<file path="config.mk">
export PLATFORM = sky130hd
export DESIGN_NAME = lsu_mem_port_flat
export DESIGN_NICKNAME = d
export VERILOG_FILES = /design/src/rtl/lsu_mem_port_pkg.sv /design/src/rtl/lsu_mem_port_if.sv /design/src/rtl/lsu_mem_port_lane.sv /design/src/rtl/lsu_mem_port.sv /design/src/flat_wrapper.sv
export SDC_FILE = /design/constraint.sdc
export NUM_CORES = 1
export LEC_CHECK = 0
export BUFFER_PORTS_ARGS = -buffer_cell sky130_fd_sc_hd__buf_2
export CAP_MARGIN = 20
export CELL_PAD_IN_SITES_DETAIL_PLACEMENT = 1
export CELL_PAD_IN_SITES_GLOBAL_PLACEMENT = 1
export CORE_ASPECT_RATIO = 0.5
export CORE_UTILIZATION = 36
export CTS_CLUSTER_SIZE = 24
export DETAILED_ROUTE_END_ITERATION = 8
export PLACE_DENSITY = 0.85
export SLEW_MARGIN = 20
export SYNTH_ARGS = -nofsm -noshare
export SYNTH_HDL_FRONTEND = slang
export SYNTH_SLANG_ARGS = --single-unit
</file>
<file path="constraint.sdc">
create_clock -name clk -period 2.2 [get_ports clk]
set_input_delay 0 -clock clk [delete_from_list [all_inputs] [get_ports clk]]
set_output_delay 0 -clock clk [all_outputs]
set_load 0.05 [all_outputs]
</file>
<file path="src/rtl/lsu_mem_port_pkg.sv">
// lsu_pkg: shared constants and types for the load/store memory port.
// Holds MemOp (funct3) encodings, the FSM state type and the default timeout.
package lsu_pkg;

    localparam logic [2:0] MEMOP_B  = 3'b000;
    localparam logic [2:0] MEMOP_H  = 3'b001;
    localparam logic [2:0] MEMOP_W  = 3'b010;
    localparam logic [2:0] MEMOP_BU = 3'b100;
    localparam logic [2:0] MEMOP_HU = 3'b101;

    typedef enum logic [1:0] {
        LSU_IDLE   = 2'd0,
        LSU_ACCESS = 2'd1,
        LSU_DONE   = 2'd2
    } lsu_state_t;

    localparam int LSU_TIMEOUT_DEFAULT = 255;

    // Halfwords need addr[0]=0; words (and the encodings that act as W)
    // need addr[1:0]=0; bytes are always aligned.
    function automatic logic is_misaligned(
        input logic [2:0] op,
        input logic [1:0] a
    );
        logic mis;
        unique case (op)
            MEMOP_B, MEMOP_BU: mis = 1'b0;
            MEMOP_H, MEMOP_HU: mis = a[0];
            MEMOP_W:           mis = (a != 2'b00);
            default:           mis = (a != 2'b00);
        endcase
        return mis;
    endfunction

endpackage

</file>
<file path="src/rtl/lsu_mem_port_if.sv">
// lsu_mem_if: word-wide data memory bus with valid/ready handshake.
// master = load/store port, slave = memory. m_rdata valid with m_ready.
interface lsu_mem_if;

    logic        m_valid;
    logic        m_we;
    logic [31:0] m_addr;
    logic [3:0]  m_be;
    logic [31:0] m_wdata;
    logic        m_ready;
    logic [31:0] m_rdata;

    modport master (
        output m_valid, m_we, m_addr, m_be, m_wdata,
        input  m_ready, m_rdata
    );

    modport slave (
        input  m_valid, m_we, m_addr, m_be, m_wdata,
        output m_ready, m_rdata
    );

endinterface

</file>
<file path="src/rtl/lsu_mem_port_lane.sv">
// lsu_lane: combinational byte-lane steering for the load/store port.
// In: mem_op, addr_lo, wdata, m_rdata. Out: be, wdata_rep, rdata_ext.
module lsu_lane
    import lsu_pkg::*;
(
    input  logic [2:0]  mem_op,
    input  logic [1:0]  addr_lo,
    input  logic [31:0] wdata,
    input  logic [31:0] m_rdata,
    output logic [3:0]  be,
    output logic [31:0] wdata_rep,
    output logic [31:0] rdata_ext
);

    logic [7:0]  rbyte;
    logic [15:0] rhalf;

    always_comb begin
        unique case (addr_lo)
            2'd0:    rbyte = m_rdata[7:0];
            2'd1:    rbyte = m_rdata[15:8];
            2'd2:    rbyte = m_rdata[23:16];
            default: rbyte = m_rdata[31:24];
        endcase
        // addr[0] is ignored for halfwords: access is forced aligned
        rhalf = addr_lo[1] ? m_rdata[31:16] : m_rdata[15:0];
    end

    always_comb begin
        be        = 4'b1111;
        wdata_rep = wdata;
        rdata_ext = m_rdata;
        unique case (mem_op)
            MEMOP_B, MEMOP_BU: begin
                be        = 4'b0001 << addr_lo;
                wdata_rep = {4{wdata[7:0]}};
                rdata_ext = (mem_op == MEMOP_B)
                          ? {{24{rbyte[7]}}, rbyte}
                          : {24'd0, rbyte};
            end
            MEMOP_H, MEMOP_HU: begin
                be        = addr_lo[1] ? 4'b1100 : 4'b0011;
                wdata_rep = {2{wdata[15:0]}};
                rdata_ext = (mem_op == MEMOP_H)
                          ? {{16{rhalf[15]}}, rhalf}
                          : {16'd0, rhalf};
            end
            default: begin
                be        = 4'b1111;
                wdata_rep = wdata;
                rdata_ext = m_rdata;
            end
        endcase
    end

endmodule

</file>
<file path="src/rtl/lsu_mem_port.sv">
// lsu_mem_port: one handshaked load/store per req on a word memory bus.
// Ports: clk, rst (async active-low); req/we/mem_op/addr/wdata in;
// busy/done/err/rdata out; mem = lsu_mem_if.master bus.
// TIMEOUT bounds ACCESS wait cycles (0 = no limit).
// LSU_MISALIGN_TRAP_EN: misaligned H/W requests finish with err, no bus cycle.
module lsu_mem_port
    import lsu_pkg::*;
#(
    parameter int TIMEOUT = LSU_TIMEOUT_DEFAULT
) (
    input  logic        clk,
    input  logic        rst,
    input  logic        req,
    input  logic        we,
    input  logic [2:0]  mem_op,
    input  logic [31:0] addr,
    input  logic [31:0] wdata,
    output logic        busy,
    output logic        done,
    output logic        err,
    output logic [31:0] rdata,
    lsu_mem_if.master   mem
);

    localparam logic [1:0] S_IDLE   = LSU_IDLE;
    localparam logic [1:0] S_ACCESS = LSU_ACCESS;
    localparam logic [1:0] S_DONE   = LSU_DONE;

    // Counter only needs to reach TIMEOUT-1
    localparam int CW = (TIMEOUT > 1) ? $clog2(TIMEOUT) : 1;

    logic [1:0]    state_q, state_d;
    logic          we_q, we_d;
    logic [2:0]    op_q, op_d;
    logic [31:0]   addr_q, addr_d;
    logic [31:0]   wdata_q, wdata_d;
    logic [CW-1:0] cnt_q, cnt_d;
    logic          err_q, err_d;
    logic [31:0]   rdata_q, rdata_d;

    logic [3:0]    lane_be;
    logic [31:0]   lane_wdata;
    logic [31:0]   lane_rdata;
    logic          tmo_hit;

    lsu_lane u_lane (
        .mem_op    (op_q),
        .addr_lo   (addr_q[1:0]),
        .wdata     (wdata_q),
        .m_rdata   (mem.m_rdata),
        .be        (lane_be),
        .wdata_rep (lane_wdata),
        .rdata_ext (lane_rdata)
    );

    assign tmo_hit = (TIMEOUT > 0) && (cnt_q == CW'(TIMEOUT - 1));

    always_comb begin
        state_d = state_q;
        we_d    = we_q;
        op_d    = op_q;
        addr_d  = addr_q;
        wdata_d = wdata_q;
        cnt_d   = cnt_q;
        err_d   = err_q;
        rdata_d = rdata_q;
        unique case (state_q)
            S_IDLE: begin
                if (req) begin
                    we_d    = we;
                    op_d    = mem_op;
                    addr_d  = addr;
                    wdata_d = wdata;
                    cnt_d   = '0;
                    err_d   = 1'b0;
                    state_d = S_ACCESS;
`ifdef LSU_MISALIGN_TRAP_EN
                    if (is_misaligned(mem_op, addr[1:0])) begin
                        state_d = S_DONE;
                        err_d   = 1'b1;
                    end
`endif
                end
            end
            S_ACCESS: begin
                // A ready in the timeout cycle still completes normally
                if (mem.m_ready) begin
                    state_d = S_DONE;
                    err_d   = 1'b0;
                    if (!we_q) begin
                        rdata_d = lane_rdata;
                    end
                end else if (tmo_hit) begin
                    state_d = S_DONE;
                    err_d   = 1'b1;
                end else begin
                    cnt_d = cnt_q + CW'(1);
                end
            end
            S_DONE: begin
                state_d = S_IDLE;
                err_d   = 1'b0;
            end
            default: begin
                state_d = S_IDLE;
                err_d   = 1'b0;
            end
        endcase
    end

    always_ff @(posedge clk or negedge rst) begin
        if (!rst) begin
            state_q <= S_IDLE;
            we_q    <= 1'b0;
            op_q    <= 3'b000;
            addr_q  <= '0;
            wdata_q <= '0;
            cnt_q   <= '0;
            err_q   <= 1'b0;
            rdata_q <= '0;
        end else begin
            state_q <= state_d;
            we_q    <= we_d;
            op_q    <= op_d;
            addr_q  <= addr_d;
            wdata_q <= wdata_d;
            cnt_q   <= cnt_d;
            err_q   <= err_d;
            rdata_q <= rdata_d;
        end
    end

    assign busy  = (state_q != S_IDLE);
    assign done  = (state_q == S_DONE);
    assign err   = err_q;
    assign rdata = rdata_q;

    // Bus fields come from the registered request, so they hold in ACCESS
    assign mem.m_valid = (state_q == S_ACCESS);
    assign mem.m_we    = (state_q == S_ACCESS) && we_q;
    assign mem.m_addr  = {addr_q[31:2], 2'b00};
    assign mem.m_be    = (state_q == S_ACCESS) ? lane_be : 4'b0000;
    assign mem.m_wdata = lane_wdata;

endmodule
</file>
<file path="src/flat_wrapper.sv">
// flat-port wrapper written by rule: the top's interface ports become plain ports
module lsu_mem_port_flat import lsu_pkg::*;
#(
    parameter int TIMEOUT = LSU_TIMEOUT_DEFAULT
)
  (clk, rst, req, we, mem_op, addr, wdata, busy, done, err, rdata, mem_m_valid, mem_m_we, mem_m_addr, mem_m_be, mem_m_wdata, mem_m_ready, mem_m_rdata);
  lsu_mem_if mem_i ();
  input  logic clk;
  input  logic rst;
  input  logic req;
  input  logic we;
  input  logic [2:0] mem_op;
  input  logic [31:0] addr;
  input  logic [31:0] wdata;
  output logic busy;
  output logic done;
  output logic err;
  output logic [31:0] rdata;
  output wire logic [$bits(mem_i.m_valid)-1:0] mem_m_valid;
  output wire logic [$bits(mem_i.m_we)-1:0] mem_m_we;
  output wire logic [$bits(mem_i.m_addr)-1:0] mem_m_addr;
  output wire logic [$bits(mem_i.m_be)-1:0] mem_m_be;
  output wire logic [$bits(mem_i.m_wdata)-1:0] mem_m_wdata;
  input wire logic [$bits(mem_i.m_ready)-1:0] mem_m_ready;
  input wire logic [$bits(mem_i.m_rdata)-1:0] mem_m_rdata;
  assign mem_m_valid = mem_i.m_valid;
  assign mem_m_we = mem_i.m_we;
  assign mem_m_addr = mem_i.m_addr;
  assign mem_m_be = mem_i.m_be;
  assign mem_m_wdata = mem_i.m_wdata;
  assign mem_i.m_ready = mem_m_ready;
  assign mem_i.m_rdata = mem_m_rdata;
  lsu_mem_port #(.TIMEOUT(TIMEOUT)) u_core (.clk(clk), .rst(rst), .req(req), .we(we), .mem_op(mem_op), .addr(addr), .wdata(wdata), .busy(busy), .done(done), .err(err), .rdata(rdata), .mem(mem_i));
endmodule
</file>
==> results.toml, run 1 <==
[clocking]
clk_latency_ns = 0.35
htree_num_levels = 3
cts.sinks = 111
post-cts-setup-buffers = 0
clkSlewWorstSetupHoldPaths_ns = 0.07
cts-buffers-inserted = 9
tritoncts = "done"
cts_root_buf = "clkbuf_16"
cts.path.max_buffers = 2

[detailed_routing]
drc = 0
drt-total-wl_mm = 21.5
wl_per_cell_um = 19.9
first_pass_iters = 5
drt-initial-drc-count = 262
num_vias = 5715
antenna_left = 0
vias_per_cell = 5.28

[layout]
area_growth_pct = 40.5
n_antenna_cell = 0
drive_above_1_share_pct = 30.8
nets = 986

[global_routing]
grt_overflow = 0
antenna_found_initial = 0
grt_pass1_wl_mm = 34.5
grt_max_degree = 63
grt.total_usage_pct = 27.8
first_global_vias = 6456

[synthesis]
ys_seq_area_share_pct = 49.7
synthMostInstantiatedCell = "nand2_1"
syn_inst = 625
yosys_warnings = 0
synth-main-ff-cell = "dfrtp_1"
synthTopCellsByArea = "dfrtp_1, nand2_1, buf_4"
synth_cell_types = 44
netlist_area_um2 = 5590
synthTopCellsByCount = "nand2_1, dfrtp_1, buf_4"
ys_ff_latch = 111
synthArstFlopShare_pct = 100
synth_top_area_share_pct = 49.7
synth_enable_flop_cells = 0
postSynthAreaPerCell_um2 = 8.94
synth_top_area_cell = "dfrtp_1"

[floorplan]
core_um2 = 14800
start_util_pct = 37.7
rows = 31
die_width_um = 178
io_pins = 209
die-area_um2 = 16000
die_height_um = 90.1

[min_path]
hold_class = "primary input to register"

[sta]
fmax_mhz = 485
fin_skew_ns = 0.00727
setup_viol = 0
slew_violations = 0
setup_tns_ns = 0
finalCritPeriodShare_pct = 93.8
slew_headroom_pct = 47.0
hold_viol_final = 0
rsz0062_at_grt = "no"
hold_slack_ns = 0.00642
min_period_ns = 2.06
tightest_slew_ns = 0.794

[setup_path]
start_kind = "register"
arrival_ns = 2.06
cpMostUsedCell = "buf_4"
cp_slowest_cell = "dfrtp_1"
criticalPathCategory = "register to output port"
r2r_slack_ns = 0.20
cp_top_family = "buffers and inverters"
slowest_delay_ns = 0.54
worstPathCellList = "buf_4 -> nor2_1 -> buf_4 -> mux2_2 -> buf_2"
cp_max_fo = 13
cp-end-kind = "output port"
critPathBufInv = 3
critPathRequiredTime_ns = 2.20

[power_and_ir_drop]
power.density_nw_per_um2 = 1780
ir_drop_mv = 0.564
p_leak_nw = 3.95

[placed_design]
port_buffers = 206
gp_congestion = 0.830
hpwl_mm = 12.4

[run]
maxCapViolCount = 0

[status]
status = "finished clean"
-- metal layers --
layer | vias up | track usage (%) | wire length [um]
li1 | 2570 | - | -
met1 | 2843 | 31.0 | 8440
met2 | 226 | 50.4 | 11100
met3 | 76 | 5.25 | 1030
met4 | 0 | 13.7 | 943
met5 | - | 0 | 0
-- sequential cells by signal, indices dropped and copies added, names as in the netlist --
| signal | flops |
|---|---|
| u_core.addr_q | 32 |
| u_core.cnt_q | 8 |
| u_core.err | 1 |
| u_core.op_q | 3 |
| u_core.rdata | 32 |
| u_core.state_q | 2 |
| u_core.wdata_q | 32 |
| u_core.we_q | 1 |
-- cells in the final DEF (no fill, tap or decap), drive strengths merged, types with 2 or more instances in the layout --
cell / count
nand3: 5
dfrtp: 111
a22oi: 4
a32oi: 10
nor2: 28
dlygate4sd3: 94
inv: 8
nand2: 215
a221o: 7
nand2b: 2
conb: 2
o21ai: 38
nor3: 4
o211ai: 17
and2: 2
buf: 225
mux2i: 11
a21oi: 29
ha: 2
a22o: 5
or2: 2
clkinvlp: 3
nor2b: 7
a211oi: 2
nand4bb: 2
clkbuf: 10
nor3b: 3
mux2: 23
-- cell families (layout without fill, tap and decap cells) --
group,Yosys count,count (layout),synth area share (%)
AND/OR/NAND/NOR,277,277,20.8
AO/OA/AOI/OAI,115,115,13.1
flip-flops,111,111,49.7
buffers and inverters,83,342,8.67
multiplexers,35,35,7.01
adder cells (fa/ha/maj),2,2,0.448
other,1,2,0.0671
XOR/XNOR,1,1,0.157
-- per-stage QoR --
stage                     instance area, um^2  setup WS [ns]  utilization, %  power, mW  instances
after detailed placement                 6610          0.262            44.6       11.9        973
final                                    7850          0.137            53.0       14.0       1083
after floorplan                          5590         0.0709               -       10.2        626
after global routing                     7850         0.0612            53.0       14.7       1083
after global placement                   6610          0.343            44.6       11.6        973
after CTS                                7850          0.164            53.0       13.7       1083
-- path summary, 6_finish.rpt --
path	start	to	depth (start not counted)
setup / recovery	u_core.op_q[0]	mem_m_wdata[15]	5
hold / removal	mem_m_rdata[14]	u_core.rdata[14]	3
setup reg to reg	u_core.cnt_q[0]	u_core.cnt_q[4]	6
hold reg to reg	u_core.addr_q[19]	u_core.addr_q[19]	2
max in group asynchronous	rst	u_core.wdata_q[5]	3
min in group asynchronous	rst	u_core.addr_q[17]	2
-- worst min-delay path, delay by kind of cell --
kind                   cells  cell delay [ns]
buffers and inverters      1             0.11
AOI/OAI and AO/OA          2             0.20
-- power by group --
part	leakage, nW	switching [mW]	total, mW	internal, mW
clock	0.135	0.796	1.69	0.892
sequential	1.37	0.853	3.83	2.98
combinational	2.45	6.26	8.46	2.20
total	3.95	7.91	14.0	6.07
-- area by class of cell --
| class | instances | area (um^2) |
|---|---|---|
| Fill cell | 1733 | 6970 |
| Sequential cell | 111 | 2780 |
| Multi-Input combinational cell | 432 | 2330 |
| Timing Repair Buffer | 319 | 2170 |
| Tap cell | 198 | 248 |
| Clock buffer | 10 | 229 |
| Clock inverter | 6 | 70.1 |
| Inverter | 7 | 26.3 |
-- timing repair --
| action | 4_1_cts | 5_1_grt |
|---|---|---|
| gates resized for setup | 0 | 1 |
| hold endpoints to repair | 139 | 0 |
| hold buffers | 94 | 0 |
| endpoints found under the setup margin | 0 | 1 |
Note: power is estimated with default switching activity, not from simulation.
==> inputs of run 2 (changes only) <==
--- a/config.mk
+++ b/config.mk
@@ -10,10 +10,10 @@
 export CELL_PAD_IN_SITES_DETAIL_PLACEMENT = 1
 export CELL_PAD_IN_SITES_GLOBAL_PLACEMENT = 1
 export CORE_ASPECT_RATIO = 0.5
-export CORE_UTILIZATION = 36
+export CORE_UTILIZATION = 39
 export CTS_CLUSTER_SIZE = 24
 export DETAILED_ROUTE_END_ITERATION = 8
-export PLACE_DENSITY = 0.85
+export PLACE_DENSITY = 0.91
 export SLEW_MARGIN = 20
 export SYNTH_ARGS = -nofsm -noshare
 export SYNTH_HDL_FRONTEND = slang
==> constraint.sdc (replaced) <==
create_clock -name clk -period 2.7 [get_ports clk]
set_input_delay 0 -clock clk [delete_from_list [all_inputs] [get_ports clk]]
set_output_delay 0 -clock clk [all_outputs]
set_load 0.05 [all_outputs]
==> run 2 against run 1 <==
  * First-iteration DRC count up 60%
  * Die area down 7.6%
  * Sequential cell count unchanged
  * Largest power group unchanged
==> results.toml, run 2 (synthesis results as in run 1) <==
[status]
status = "finished clean"

[floorplan]
start_util_pct = 40.5
io_pins = 209
core_um2 = 13800
die_width_um = 171
die_height_um = 86.6
die-area_um2 = 14800
rows = 30

[power_and_ir_drop]
pwr-share-clk_pct = 11.3
power.switching_mw = 6.59
seqPwrFrac_pct = 28.3
p_leak_nw = 3.89
swShare_pct = 58.0
power.density_nw_per_um2 = 1470
ir_drop_mv = 0.580
power.internal_mw = 4.77
combPwrFrac_pct = 60.4

[sta]
fin_ws_ns = 0.231
slew_violations = 0
hold_viol_final = 0
setup_viol = 0
rsz0062_at_grt = "no"
fmax_mhz = 405
tightest_slew_ns = 0.909
slew_headroom_pct = 39.2
min_period_ns = 2.47
fin_skew_ns = 0.00857
finalCritPeriodShare_pct = 91.4
setup_tns_ns = 0

[setup_path]
cp-end-kind = "output port"
criticalPathCategory = "register to output port"
cp_max_fo = 34
critPathRequiredTime_ns = 2.70
arrival_ns = 2.47
cp_slowest_cell = "nor2_1"
slowest_delay_ns = 0.80
start_kind = "register"
worstPathCellList = "nor2_1 -> mux2_2 -> buf_2"

[clocking]
cts.sinks = 111
post_cts_resized = 0
clkSlewWorstSetupHoldPaths_ns = 0.08
cts.path.max_buffers = 2
post-cts-setup-buffers = 0
cts_root_buf = "clkbuf_16"
cts-buffers-inserted = 9
clk_latency_ns = 0.35
tritoncts = "done"
htree_num_levels = 3

[placed_design]
placed_area_um2 = 6520
hpwl_mm = 12.8
pre_cts_slack_ns = 0.689
port_buffers = 206
gp_congestion = 0.826

[detailed_routing]
wl_per_cell_um = 21.4
num_vias = 5882
drc = 0
first_pass_iters = 5
antenna_left = 0
vias_per_cell = 5.50
drt-total-wl_mm = 22.9
drt-initial-drc-count = 418

[layout]
final_cell_area_um2 = 7730
drive_above_1_share_pct = 30.3
final_common_cell = "nand2_1"
area_growth_pct = 38.4
final_cell_mix = "nand2_1, buf_2, dfrtp_1"
nets = 977
finish.utilization_pct = 56.1
fillCellCount = 1653

[run]
maxCapViolCount = 0

[global_routing]
grt_max_degree = 66
antenna_found_initial = 1
grt.total_usage_pct = 31.5
first_global_vias = 6376
grt_pass1_wl_mm = 35.6
grt_overflow = 0

[min_path]
hold_class = "primary input to register"
run 2: changes by cell type in the layout (fill, tap and decap cells not counted):
cell and change:
buf_12 -2, diode_2 +2, clkinv_4 +1, bufinv_16 -1, buf_4 -6, clkinvlp_4 -1, clkinv_2 +1, o21ai_0 +4
o21ai_1 -4, dlygate4sd3_1 -1
run 2: stage by stage:
step / power, mW / hold WS, ns / cells
final: 11.4 / 0.0172 / 1070
after global routing: 11.9 / 0.0322 / 1069
after CTS: 11.0 / 0.00538 / 1068
after detailed placement: 9.62 / 0.160 / 959
after global placement: 9.35 / 0.154 / 959
after floorplan: 8.30 / -0.296 / 626
run 2: final timing paths:
check                                        from           endpoint  slack, ns  cells after the start
worst max-delay path               u_core.op_q[1]     mem_m_wdata[9]       0.23                      3
worst min-delay path              mem_m_rdata[31]   u_core.rdata[31]       0.02                      3
worst max register to register  u_core.state_q[1]   u_core.rdata[15]       0.49                      5
worst min register to register  u_core.addr_q[29]  u_core.addr_q[29]       0.47                      2
max in group asynchronous                     rst   u_core.rdata[31]       1.59                      3
min in group asynchronous                     rst  u_core.addr_q[15]       0.34                      2
run 2: metal layers:
metal	track usage (%)	wire length, um	up-vias
met5	0	0	-
met4	15.3	946	0
met3	6.30	1270	85
met2	57.2	11700	302
met1	35.8	8950	2938
li1	-	-	2557
run 2: layout make-up:
class	count	area [um^2]	share of cell area (%)
Antenna cell	2	5.00	0.0648
Clock buffer	10	229	2.96
Clock inverter	6	46.3	0.599
Inverter	7	26.3	0.340
Multi-Input combinational cell	432	2330	30.2
Sequential cell	111	2780	36.0
Tap cell	192	240	3.11
Timing Repair Buffer	310	2070	26.8
run 2: repair_timing:
| action | 4_1_cts | 5_1_grt |
|---|---|---|
| endpoints found under the setup margin | 0 | 0 |
| hold buffers | 93 | 0 |
| hold endpoints to repair | 156 | 0 |
run 2: worst max-delay path, delay by kind of cell (launching register included):
kind                   cells  cell delay [ns]
buffers and inverters      1             0.22
multiplexers               1             0.44
AND/OR/NAND/NOR            1             0.80
flip-flops                 1             0.65
run 2: power by group through the flow:
stage	Clock, mW	Sequential, mW	Combinational [mW]
final	1.28	3.21	6.87
after global routing	1.37	3.29	7.21
after CTS	1.29	3.13	6.62
after detailed placement	0	3.14	6.47
after global placement	0	3.08	6.27
after floorplan	0	3.71	4.60
